File: src/rtl/job_input_arbiter.sv
// job_input_arbiter: job-granular round-robin share of the hash_engine input, with an in-order tag FIFO of completed job owners (JOB_ARB_BEAT_CNT_EN adds per-job beat counts)
`ifndef HASH_ISSUE_WIDTH
`define HASH_ISSUE_WIDTH 8
`endif

module job_input_arbiter #(
    parameter int NUM_CH    = 4,
    parameter int CH_ID_W   = 2,
    parameter int DATA_W    = `HASH_ISSUE_WIDTH * 8,
    parameter int TAG_DEPTH = 8
`ifdef JOB_ARB_BEAT_CNT_EN
    , parameter int BEAT_CNT_W = 16
`endif
) (
    input  logic                       clk,
    input  logic                       rst,
    input  logic [NUM_CH-1:0]          ch_valid,
    output logic [NUM_CH-1:0]          ch_ready,
    input  logic [NUM_CH-1:0]          ch_delim,
    input  logic [NUM_CH*DATA_W-1:0]   ch_data,
    output logic                       e_valid,
    input  logic                       e_ready,
    output logic                       e_delim,
    output logic [DATA_W-1:0]          e_data,
    output logic                       tag_valid,
    input  logic                       tag_ready,
    output logic [CH_ID_W-1:0]         tag_id,
`ifdef JOB_ARB_BEAT_CNT_EN
    output logic [BEAT_CNT_W-1:0]      tag_beats,
`endif
    output logic                       busy,
    output logic [CH_ID_W-1:0]         cur_ch,
    output logic [$clog2(TAG_DEPTH):0] tag_count
);
    localparam int PTR_W = $clog2(TAG_DEPTH);
    localparam int CNT_W = PTR_W + 1;

    typedef enum logic {IDLE, BUSY} state_t;

    state_t             state_q;
    logic [CH_ID_W-1:0] cur_ch_q, rr_q, win, idx;
    logic [PTR_W-1:0]   wr_q, rd_q;
    logic [CNT_W-1:0]   cnt_q;
    logic [CH_ID_W-1:0] id_mem [TAG_DEPTH];
    logic               grant, accept, push, pop;

    // Round-robin pick: scanning offsets high to low leaves the nearest requester at or above rr_q
    always_comb begin
        win = cur_ch_q;
        idx = '0;
        for (int k = NUM_CH - 1; k >= 0; k--) begin
            idx = CH_ID_W'((int'(rr_q) + k) % NUM_CH);
            if (ch_valid[idx]) win = idx;
        end
    end

    // Zero-latency pass-through of the granted channel; a grant needs a free tag slot for its job
    always_comb begin
        busy      = state_q == BUSY;
        e_valid   = busy & ch_valid[cur_ch_q];
        e_delim   = busy & ch_delim[cur_ch_q];
        e_data    = busy ? DATA_W'(ch_data >> (int'(cur_ch_q) * DATA_W)) : '0;
        ch_ready  = busy ? NUM_CH'(e_ready) << cur_ch_q : '0;
        accept    = e_valid & e_ready;
        push      = accept & e_delim;
        tag_valid = cnt_q != '0;
        pop       = tag_valid & tag_ready;
        grant     = !busy && |ch_valid && cnt_q < CNT_W'(TAG_DEPTH);
    end

    // Job-level FSM: the grant is held until the delim beat of the job is accepted
    always_ff @(posedge clk or posedge rst) begin
        if (rst) begin
            state_q  <= IDLE;
            cur_ch_q <= '0;
            rr_q     <= '0;
        end else if (grant) begin
            state_q  <= BUSY;
            cur_ch_q <= win;
            rr_q     <= (win == CH_ID_W'(NUM_CH - 1)) ? '0 : win + 1'b1;
        end else if (push) begin
            state_q  <= IDLE;
        end
    end

    // Tag FIFO pointers and occupancy; a same-cycle push and pop leaves the count unchanged
    always_ff @(posedge clk or posedge rst) begin
        if (rst) begin
            wr_q  <= '0;
            rd_q  <= '0;
            cnt_q <= '0;
        end else begin
            if (push) wr_q <= wr_q + 1'b1;
            if (pop) rd_q <= rd_q + 1'b1;
            cnt_q <= cnt_q + CNT_W'(push) - CNT_W'(pop);
        end
    end

    // Tag storage needs no reset: an entry is only read after it has been written
    always_ff @(posedge clk) begin
        if (push) id_mem[wr_q] <= cur_ch_q;
    end

    assign tag_id    = id_mem[rd_q];
    assign tag_count = cnt_q;
    assign cur_ch    = cur_ch_q;

`ifdef JOB_ARB_BEAT_CNT_EN
    logic [BEAT_CNT_W-1:0] beat_q, beat_inc;
    logic [BEAT_CNT_W-1:0] beat_mem [TAG_DEPTH];

    assign beat_inc = (&beat_q) ? beat_q : beat_q + 1'b1;

    // Saturating count of accepted beats in the current job, restarted at each grant
    always_ff @(posedge clk or posedge rst) begin
        if (rst) beat_q <= '0;
        else if (grant) beat_q <= '0;
        else if (accept) beat_q <= beat_inc;
    end

    // The pushed count includes the delim beat being accepted in the push cycle
    always_ff @(posedge clk) begin
        if (push) beat_mem[wr_q] <= beat_inc;
    end

    assign tag_beats = beat_mem[rd_q];
`endif
endmodule

File: config.mk
export PLATFORM = sky130hd
export DESIGN_NAME = job_input_arbiter
export DESIGN_NICKNAME = d
export VERILOG_FILES = /design/src/rtl/job_input_arbiter.sv
export SDC_FILE = /design/constraint.sdc
export NUM_CORES = 1
export LEC_CHECK = 0
export BUFFER_PORTS_ARGS = -buffer_cell sky130_fd_sc_hd__buf_2
export CAP_MARGIN = 20
export CELL_PAD_IN_SITES_DETAIL_PLACEMENT = 1
export CELL_PAD_IN_SITES_GLOBAL_PLACEMENT = 1
export CORE_AREA = 2 2 135 137
export CTS_CLUSTER_SIZE = 16
export DETAILED_ROUTE_END_ITERATION = 8
export DIE_AREA = 0 0 137 139
export PLACE_DENSITY_LB_ADDON = 0.25
export SLEW_MARGIN = 40
export SYNTH_ARGS = -nofsm -noshare
export SYNTH_HDL_FRONTEND = slang
export SYNTH_SLANG_ARGS = --single-unit
export TNS_END_PERCENT = 100
File: constraint.sdc
create_clock -name clk -period 2.7 [get_ports clk]
set_input_delay 0.54 -clock clk [delete_from_list [all_inputs] [get_ports clk]]
set_output_delay 0.54 -clock clk [all_outputs]
set_load 0.02 [all_outputs]
==> run metrics <==
port bufs 347; clock share of power 0.090; R2R depth 8; Design Power 0.005835 W; Flop pwr share 0.147; Combinational Power Share 0.763; NetSw 0.002804 W; R2R Path Start cur_ch[0]$_DFFE_PP0P_; placed instance area 5550 um^2; area leader, netlist mux4_2; synth warn 0; Top FF cell, synth edfxtp_1; FMAX 0.3852 GHz; routability cong. 0.9198; met3 WL post-DR 1.436 mm; HP Class in -> async; Leak 2.773 nW; hold_ws 0.3202 ns; switch share 0.4806; Worst EP required 2.16 ns; relative slew slack 0.6094; Pint 0.003031 W; Critical R2R Capture tag_count[3]$_DFF_PP0_; Setup Viol. Count Final 0; max-slew violations 0; Worst-Skew Late Latency 0.27 ns; share of cells above drive strength 1 0.7187; register area share after synthesis 0.2407; antenna violations before repair 14; Die ar. 19040 um^2; largest net degree at the start of global routing 71; worst-case clock buffer depth 2; Highest Signal Layer met5; clk slew on worst S/H paths 0.05 ns; worst slew pin tran 0.5853 ns; Yosys top cell area share 0.4433; Starting Density 0.2014; vias post-DR 3881; fin area 5704 um^2; Critical Path Source Type flop; Die Y 139 um; largest cells by area after synthesis mux4_2 44%, edfxtp_1 14%, and2_1 12%; Synth Cell Area 3556 um^2; VDD IR-drop max 513.5 uV; DRT Pass-1 Iters 4; vias in the first global route 4381; kind of critical path reg -> out; total track usage 0.2046; Cell variety after synth 35; R2R Setup Slk 0.33 ns; Power Density 1023 nW/um^2; area of the core 17660 um^2; Fillers 2092; metal2 WL 11.30 mm; drt first-iter violations 103; WL final 19.76 mm; setup TNS 0 ns; Mapped Nets 554; CTS tree done; Avg Cell Area, Syn 12.84 um^2; GR Overflow Total 0; Num CTS Buffers 5; post-route clock period utilization 0.9614; critical path endpoint category primary output; CP arrival 2.06 ns; Sink Count 31; RSZ-0062 raised after global routing no; first-pass GRT wire length 27.96 mm; number of flops mapped to enable cells by yosys 16; status finished, final reports clean; row count 49; Max FO, Critical Path 13; post-synthesis register bit count 31; M1 WL 6.709 mm; async set-reset flop share out of synthesis 0.4839; H-tree depth 2; final worst-path setup slack 0.1042 ns; skew final 0.005431 ns; HPWL after DPL 17.59 mm; DRC 0; worst slack, placed 0.2098 ns; post-synthesis cell count 277; final hold violations 0; die width 137 um; DR vias/cell 4.571; Final nets 891; root buf cell clkbuf_16; max cap viols 0; P&R area growth vs syn 60.42%; I/O pin count 348; Post-DRT Antenna Nets 0; wire per inst 23.27 um; Final min period 2.596 ns
[synth_stat cells (all sizes together) (2+ instances only)]
cell type	count
o21a	2
nand2	10
a21o	2
xor2	4
nor3	5
nand3	3
clkbuf	14
inv	11
a21oi	3
ha	8
nand2b	6
buf	11
edfxtp	16
and2	67
nor2	12
dfrtp	15
mux4	70
mux2	6
[cell type report]
cell class              count  area, um^2  share of cell area
multi-input cells         210        2536              0.4446
diodes                      5       12.51            0.002193
repair buffers            355        1826              0.3200
clock inverters             1       5.005           0.0008774
inverters                  11       41.29            0.007238
well taps                 229       286.5             0.05023
clock buffers               7       132.6             0.02325
flip-flops and latches     31       864.6              0.1516
[how the worst max path moves through the flow]
| stage | start | end | slack, ns | depth (start not counted) |
|---|---|---|---|---|
| CTS | cur_ch[0]$_DFFE_PP0P_ | e_data[19] | 0.04 | 4 |
| floorplan | tag_count[2]$_DFF_PP0_ | tag_count[2]$_DFF_PP0_ | 0.14 | 10 |
| global route | cur_ch[0]$_DFFE_PP0P_ | e_data[44] | 0.01 | 4 |
| detailed placement | ch_delim[1] | tag_count[3]$_DFF_PP0_ | 0.21 | 9 |
| global placement | ch_valid[3] | tag_count[3]$_DFF_PP0_ | 0.29 | 9 |
| finish | cur_ch[0]$_DFFE_PP0P_ | e_data[44] | 0.10 | 4 |
[metal layers]
metal,GRT usage,vias up
met4,0.03907,12
met2,0.3917,163
li1,-,1751
met1,0.2185,1929
met3,0.06104,26
met5,0,-
[cells in the final DEF (no fill, tap or decap), types with 2 or more instances in the layout]
master,count
nor3_1,4
clkbuf_1,2
mux4_2,70
nor2_1,12
a21o_1,2
nand2b_1,5
diode_2,5
dfrtp_4,2
edfxtp_1,16
buf_2,347
clkbuf_16,5
a21oi_1,3
ha_1,8
mux2_2,5
buf_12,2
and2_1,67
nand2_1,10
buf_4,5
dfrtp_1,12
o21a_1,2
nand3_1,3
inv_1,11
xor2_1,4
[metrics by stage]
stage | cells | utilization
floorplan | 277 | -
global placement | 836 | 0.3143
detailed placement | 836 | 0.3143
CTS | 844 | 0.3221
global route | 847 | 0.3228
finish | 849 | 0.3231
[timing repair]
action / in CTS / in global routing
endpoints found under the setup margin: 0 / 17
hold buffers: 0 / 0
gates resized for setup: 0 / 1
buffers inserted: 0 / 0
[cell families after synthesis]
logic type | synth area share
xor gates and xnor gates | 0.01231
muxes | 0.4623
AOI/OAI and AO/OA | 0.02428
adders and majority gates | 0.03378
DFF | 0.2407
and+or+nand+nor | 0.1805
buffers and inverters | 0.04610
[sequential cells by signal, summed over array words and instances (netlist names)]
signal / count
wr_q: 3
rr_q: 2
busy: 1
cur_ch: 2
rd_q: 3
tag_count: 4
id_mem: 16
[worst max-delay path, stage by stage (launching register included)]
cell     delay (ns)
dfrtp_4        0.50
buf_4          0.30
mux4_2         0.55
and2_1         0.23
buf_2          0.19
[power by group through the flow]
stage	Clock, W	Combinational, W	Sequential, W
after floorplan	0	0.00303	0.000849
after global placement	0	0.00449	0.000869
after detailed placement	0	0.00456	0.000874
after CTS	0.000531	0.00458	0.000868
after global routing	0.000555	0.00481	0.000891
final	0.000524	0.00445	0.000860
(Power assumes the default switching activity.)
